$ cat config.mk
export PLATFORM = sky130hd
export DESIGN_NAME = sdf_r2_stage_flat
export DESIGN_NICKNAME = d
export VERILOG_FILES = /design/src/rtl/sdf_r2_stage_if.sv /design/src/rtl/sdf_r2_stage.sv /design/src/flat_wrapper.sv
export SDC_FILE = /design/constraint.sdc
export NUM_CORES = 2
export LEC_CHECK = 0
export CAP_MARGIN = 5
export CORE_MARGIN = 5
export CORE_UTILIZATION = 40
export CTS_CLUSTER_DIAMETER = 40
export CTS_CLUSTER_SIZE = 28
export DETAILED_ROUTE_END_ITERATION = 8
export DONT_BUFFER_PORTS = 1
export HOLD_SLACK_MARGIN = 0.15
export SYNTH_ARGS = -nofsm -noshare
export SYNTH_HDL_FRONTEND = slang
export SYNTH_SLANG_ARGS = --single-unit
$ cat constraint.sdc
create_clock -name clock -period 40.7 [get_ports clock]
set_input_delay 6.105 -clock clock [delete_from_list [all_inputs] [get_ports clock]]
set_output_delay 6.105 -clock clock [all_outputs]
set_load 0.02 [all_outputs]
$ cat src/rtl/sdf_r2_stage_if.sv
// Port bundle of the SDF radix-2 stage: sample input, twiddle ROM port, and
// multiplier-facing operand output.
interface sdf_r2_stage_if #(
  parameter int N     = 64,
  parameter int WIDTH = 16
);
  localparam int AW = $clog2(N) - 1;

  logic                    di_en;
  logic signed [WIDTH-1:0] di_re;
  logic signed [WIDTH-1:0] di_im;
  logic [AW-1:0]           tw_addr;
  logic signed [WIDTH-1:0] tw_re;
  logic signed [WIDTH-1:0] tw_im;
  logic                    do_en;
  logic signed [WIDTH-1:0] do_re;
  logic signed [WIDTH-1:0] do_im;
  logic signed [WIDTH-1:0] do_tw_re;
  logic signed [WIDTH-1:0] do_tw_im;
  logic                    drop;

  modport master (
    output di_en, di_re, di_im, tw_re, tw_im,
    input  tw_addr, do_en, do_re, do_im, do_tw_re, do_tw_im, drop
  );

  modport slave (
    input  di_en, di_re, di_im, tw_re, tw_im,
    output tw_addr, do_en, do_re, do_im, do_tw_re, do_tw_im, drop
  );
endinterface

$ cat src/rtl/sdf_r2_stage.sv
// Radix-2 DIF single-path delay-feedback stage: butterfly through an N/2 delay line,
// emitting data operand plus aligned twiddle for the following complex multiplier.
module sdf_r2_stage #(
  parameter int N     = 64,
  parameter int WIDTH = 16
) (
  input  logic          clock,
  input  logic          reset,
  sdf_r2_stage_if.slave bus
);
  localparam int M  = N / 2;
  localparam int AW = $clog2(N) - 1;
  localparam logic [AW-1:0] LAST = AW'(M - 1);

  localparam logic [1:0] IDLE  = 2'd0;
  localparam logic [1:0] FILL  = 2'd1;
  localparam logic [1:0] BFLY  = 2'd2;
  localparam logic [1:0] DRAIN = 2'd3;

  logic [1:0]              state, nxt_state;
  logic [AW-1:0]           cnt, nxt_cnt, addr;
  logic                    pend, nxt_pend;
  logic                    shift, emit, drop_nxt;
  logic signed [WIDTH-1:0] push_re, push_im, out_re, out_im;
  logic signed [WIDTH-1:0] dly_re [M];
  logic signed [WIDTH-1:0] dly_im [M];
  logic signed [WIDTH-1:0] x_re, x_im;
  logic signed [WIDTH:0]   sum_re, sum_im, dif_re, dif_im;
  logic                    do_en_q, drop_q;
  logic signed [WIDTH-1:0] do_re_q, do_im_q;

  assign x_re = dly_re[M-1];
  assign x_im = dly_im[M-1];

  // One guard bit keeps the full sum/difference; halving then always fits WIDTH.
  assign sum_re = {x_re[WIDTH-1], x_re} + {bus.di_re[WIDTH-1], bus.di_re};
  assign sum_im = {x_im[WIDTH-1], x_im} + {bus.di_im[WIDTH-1], bus.di_im};
  assign dif_re = {x_re[WIDTH-1], x_re} - {bus.di_re[WIDTH-1], bus.di_re};
  assign dif_im = {x_im[WIDTH-1], x_im} - {bus.di_im[WIDTH-1], bus.di_im};

  always_comb begin
    nxt_state = state;
    nxt_cnt   = cnt;
    nxt_pend  = pend;
    shift     = 1'b0;
    emit      = 1'b0;
    drop_nxt  = 1'b0;
    addr      = '0;
    push_re   = bus.di_re;
    push_im   = bus.di_im;
    out_re    = x_re;
    out_im    = x_im;
    case (state)
      // IDLE with a start strobe behaves exactly like FILL at index 0 (cnt and pend are 0).
      IDLE, FILL: begin
        if (state == FILL || bus.di_en) begin
          shift = 1'b1;
          emit  = pend;
          addr  = cnt;
          if (cnt == LAST) begin
            nxt_state = BFLY;
            nxt_cnt   = '0;
            nxt_pend  = 1'b0;
          end else begin
            nxt_state = FILL;
            nxt_cnt   = cnt + AW'(1);
          end
        end
      end
      BFLY: begin
        shift   = 1'b1;
        emit    = 1'b1;
        out_re  = WIDTH'(sum_re >>> 1);
        out_im  = WIDTH'(sum_im >>> 1);
        push_re = WIDTH'(dif_re >>> 1);
        push_im = WIDTH'(dif_im >>> 1);
        if (cnt == LAST) begin
          nxt_pend  = 1'b1;
          nxt_cnt   = '0;
          nxt_state = bus.di_en ? FILL : DRAIN;
        end else begin
          nxt_cnt = cnt + AW'(1);
        end
      end
      default: begin
        shift    = 1'b1;
        emit     = 1'b1;
        addr     = cnt;
        push_re  = '0;
        push_im  = '0;
        drop_nxt = bus.di_en;
        if (cnt == LAST) begin
          nxt_state = IDLE;
          nxt_cnt   = '0;
          nxt_pend  = 1'b0;
        end else begin
          nxt_cnt = cnt + AW'(1);
        end
      end
    endcase
  end

  always_ff @(posedge clock or posedge reset) begin
    if (reset) begin
      state   <= IDLE;
      cnt     <= '0;
      pend    <= 1'b0;
      do_en_q <= 1'b0;
      do_re_q <= '0;
      do_im_q <= '0;
      drop_q  <= 1'b0;
      for (int i = 0; i < M; i++) begin
        dly_re[i] <= '0;
        dly_im[i] <= '0;
      end
    end else begin
      state   <= nxt_state;
      cnt     <= nxt_cnt;
      pend    <= nxt_pend;
      do_en_q <= emit;
      do_re_q <= emit ? out_re : '0;
      do_im_q <= emit ? out_im : '0;
      drop_q  <= drop_nxt;
      if (shift) begin
        dly_re[0] <= push_re;
        dly_im[0] <= push_im;
        for (int i = 1; i < M; i++) begin
          dly_re[i] <= dly_re[i-1];
          dly_im[i] <= dly_im[i-1];
        end
      end
    end
  end

  // ROM data already lags tw_addr by one cycle, matching the registered data path.
  assign bus.tw_addr  = addr;
  assign bus.do_en    = do_en_q;
  assign bus.do_re    = do_re_q;
  assign bus.do_im    = do_im_q;
  assign bus.do_tw_re = do_en_q ? bus.tw_re : '0;
  assign bus.do_tw_im = do_en_q ? bus.tw_im : '0;
  assign bus.drop     = drop_q;
endmodule
$ cat src/flat_wrapper.sv
// flat-port wrapper written by rule: the top's interface ports become plain ports
module sdf_r2_stage_flat 
#(
  parameter int N     = 64,
  parameter int WIDTH = 16
)
  (clock, reset, bus_di_en, bus_di_re, bus_di_im, bus_tw_re, bus_tw_im, bus_tw_addr, bus_do_en, bus_do_re, bus_do_im, bus_do_tw_re, bus_do_tw_im, bus_drop);
  sdf_r2_stage_if #(.N(N), .WIDTH(WIDTH)) bus_i ();
  input  logic clock;
  input  logic reset;
  input wire logic [$bits(bus_i.di_en)-1:0] bus_di_en;
  input wire logic [$bits(bus_i.di_re)-1:0] bus_di_re;
  input wire logic [$bits(bus_i.di_im)-1:0] bus_di_im;
  input wire logic [$bits(bus_i.tw_re)-1:0] bus_tw_re;
  input wire logic [$bits(bus_i.tw_im)-1:0] bus_tw_im;
  output wire logic [$bits(bus_i.tw_addr)-1:0] bus_tw_addr;
  output wire logic [$bits(bus_i.do_en)-1:0] bus_do_en;
  output wire logic [$bits(bus_i.do_re)-1:0] bus_do_re;
  output wire logic [$bits(bus_i.do_im)-1:0] bus_do_im;
  output wire logic [$bits(bus_i.do_tw_re)-1:0] bus_do_tw_re;
  output wire logic [$bits(bus_i.do_tw_im)-1:0] bus_do_tw_im;
  output wire logic [$bits(bus_i.drop)-1:0] bus_drop;
  assign bus_i.di_en = bus_di_en;
  assign bus_i.di_re = bus_di_re;
  assign bus_i.di_im = bus_di_im;
  assign bus_i.tw_re = bus_tw_re;
  assign bus_i.tw_im = bus_tw_im;
  assign bus_tw_addr = bus_i.tw_addr;
  assign bus_do_en = bus_i.do_en;
  assign bus_do_re = bus_i.do_re;
  assign bus_do_im = bus_i.do_im;
  assign bus_do_tw_re = bus_i.do_tw_re;
  assign bus_do_tw_im = bus_i.do_tw_im;
  assign bus_drop = bus_i.drop;
  sdf_r2_stage #(.N(N), .WIDTH(WIDTH)) u_core (.clock(clock), .reset(reset), .bus(bus_i));
endmodule
==> reports/metrics.yaml <==
clock_tree:
  cts_made_buffers: 121
  clkTransAtPathRegs_ps: 70
  cts_root_buf: "clkbuf_16"
  holdBufCountCts: 0
  cts_num_sinks: 1066
  cts_tree: "built"
  clock_latency_ps: 700
  cts_resized: 0
  cts_htree_levels: 3
  postCtsSetupRepairBufs: 0
  cts_buffer_depth: 3
final_layout:
  drive_above_1_share_pct: 5.77
  multi_input_area_um2: 15100
  final_cells: 6330
  fill_cells: 10265
  final_cell_mix: "nand2_1, dfrtp_1, clkbuf_16"
  area_delta_synth_final_pct: 12.6
  num-nets-final: 4952
  seq_area_um2: 26700
  mostFrequentLayoutCell: "nand2_1"
grt:
  grt_pass1_wl_mm: 140
  grtUsageTotal_pct: 14.1
  antenna_found_initial: 2
  first_global_vias: 28011
  grt_max_degree: 247
  grt-ovfl-total: 0
timing:
  fin_crit_sh_pct: 31.4
  finalWorstSetupSlack_ps: 27920
  fin_crit_ps: 12780
  finalClockSkew_ps: 53.5
  rsz0062_at_grt: "no"
  final-setup-viol-count: 0
  hold_viol: 0
  tightest_slew_ps: 1100
  slew_viol_final: 0
  max_freq_mhz: 78.2
  finalSetupTns_ps: 0
  slew_headroom_pct: 26.4
synthesis:
  yosysUniqueCellTypes: 70
  yosysSeqAreaShare_pct: 61.9
  syn_avg_cell_area_um2: 8.75
  synth_flop_cell: "dfrtp_1"
  yosys-top-cells-area: "dfrtp_1, nand2_1, ha_1, clkbuf_1, buf_2"
  syn_nets: 5056
  synth.largest_area_cell: "dfrtp_1"
  synthArstFlopShare_pct: 100
  synth_seq_cells: 1066
  synth_edf_count: 0
  syn_inst: 4923
  yosysTopAreaCellShare_pct: 61.9
  synth_warnings: 0
  syn_area_um2: 43100
die:
  dieArea_um2: 114000
  die_y_um: 338
  core_um2: 107000
  die_w_um: 338
  start_util_pct: 40.2
  placementRows: 120
  num_io_pins: 138
worst_setup_path:
  crit_chain: "a21oi_1 > nor2b_1"
  cp_top_family: "compound AO/OA/AOI/OAI gates"
  startpoint_type: "input pin"
  critPathSlowestCell: "a21oi_1"
  crit_type: "input pin to primary output"
  crit_arrival_ps: 6680
  crit_buf_inv: 0
  crit_path_end_kind: "primary output"
  crit_fanout: 6
  cp_data_required_time_ps: 34590
  slowest_delay_ps: 350
pwr:
  p_leak_nw: 25.5
  power_per_cell_area_nw_per_um2: 79.9
  ir_drop_v: 0.0000404
placed_design:
  dp_worst_setup_slack_ps: 27920
  portBuffers: 0
  dp.cells: 6099
  routabilityCongestion: 0.827
  dp_hpwl_mm: 46.0
routing:
  routedWlPerCell_um: 12.8
  first_iter_violations: 2423
  viasPerCell: 4.67
  ant_nets: 0
  dr.pass1.iters: 5
  remaining_drc_errors: 0
  num_vias: 29543
  wirelength_mm: 80.7
job:
  drv_cap: 0
run_status:
  status: "complete, no violations"
hold_path:
  hp-class: "flop to flop"
[synth_stat cells (13+ instances only)]
master,instances
inv_1,62
mux2i_1,19
xnor2_1,39
ha_1,62
a21oi_1,60
nand2_1,3024
buf_2,96
clkbuf_1,161
and2_1,32
dfrtp_1,1066
nor2_1,59
o22ai_1,13
o21ai_0,61
[state kept, by name, summed over array words and instances, names as in the netlist, 2 cells and up]
signal,cells
u_core.cnt,5
u_core.state,2
u_core.x_re,16
u_core.dly_im,496
u_core.x_im,16
u_core.bus.do_re,16
u_core.dly_re,496
u_core.bus.do_im,16
[logic make-up (layout without fill, tap and decap cells)]
group                    after synthesis  count (layout)  share of synthesized area, %
AO/OA/AOI/OAI                        216             216                          3.19
XOR/XNOR                              48              48                         0.976
adder cells (fa/ha/maj)               66              66                          1.99
buffers and inverters                327             330                          3.14
flip-flops                          1066            1066                          61.9
multiplexers                          20              20                         0.468
other                                  0               1                             0
AND/OR/NAND/NOR                     3180            3180                          28.3
[worst paths after layout]
kind / startpoint / to / slack [ps] / cells after the start
max: bus_di_en / bus_tw_addr[2] / 27920 / 2
min: u_core.dly_re[124]$_DFFE_PP0P_ / u_core.dly_re[108]$_DFFE_PP0P_ / 420 / 2
max reg2reg: u_core.state[0]$_DFFE_PP0P_ / u_core.dly_im[370]$_DFFE_PP0P_ / 34960 / 9
min reg2reg: u_core.dly_re[124]$_DFFE_PP0P_ / u_core.dly_re[108]$_DFFE_PP0P_ / 420 / 2
max in group asynchronous: reset / u_core.dly_im[278]$_DFFE_PP0P_ / 31410 / 5
min in group asynchronous: reset / u_core.bus.do_im[11]$_DFF_PP0_ / 5380 / 1
[stage by stage]
step                util [%]  hold slack, ps  total power [W]  instance area [um^2]
finish                  45.3             424          0.00388                 48500
global route            45.3             440          0.00418                 48500
CTS                     45.3             425          0.00393                 48500
detailed placement      41.1             454          0.00273                 44000
global placement        41.1             448          0.00270                 44000
floorplan                  -             439          0.00252                 43100
[layout make-up]
type | instances | area share, %
Timing Repair Buffer | 35 | 0.619
Inverter | 65 | 0.518
Sequential cell | 1066 | 55.0
Clock inverter | 97 | 2.67
Clock buffer | 133 | 6.52
Tap cell | 1403 | 3.62
Multi-Input combinational cell | 3530 | 31.1
Antenna cell | 1 | 0.00516
[metal layers]
layer | vias to the layer above | global-route usage, % | part of all wire, %
met5 | - | 0 | 0
met4 | 0 | 3.59 | 1.9
met3 | 119 | 2.69 | 4.7
met2 | 469 | 21.3 | 43
met1 | 14056 | 20.9 | 50
li1 | 14899 | - | -
[power breakdown]
part | total [W] | internal [W] | leakage, nW | switching (W)
Combinational | 0.000837 | 0.000331 | 10.3 | 0.000506
Clock | 0.00117 | 0.000685 | 2.13 | 0.000484
Sequential | 0.00187 | 0.00157 | 13.1 | 0.000301
Total | 0.00388 | 0.00258 | 25.5 | 0.00129
Power figures use the tool's default switching activity.
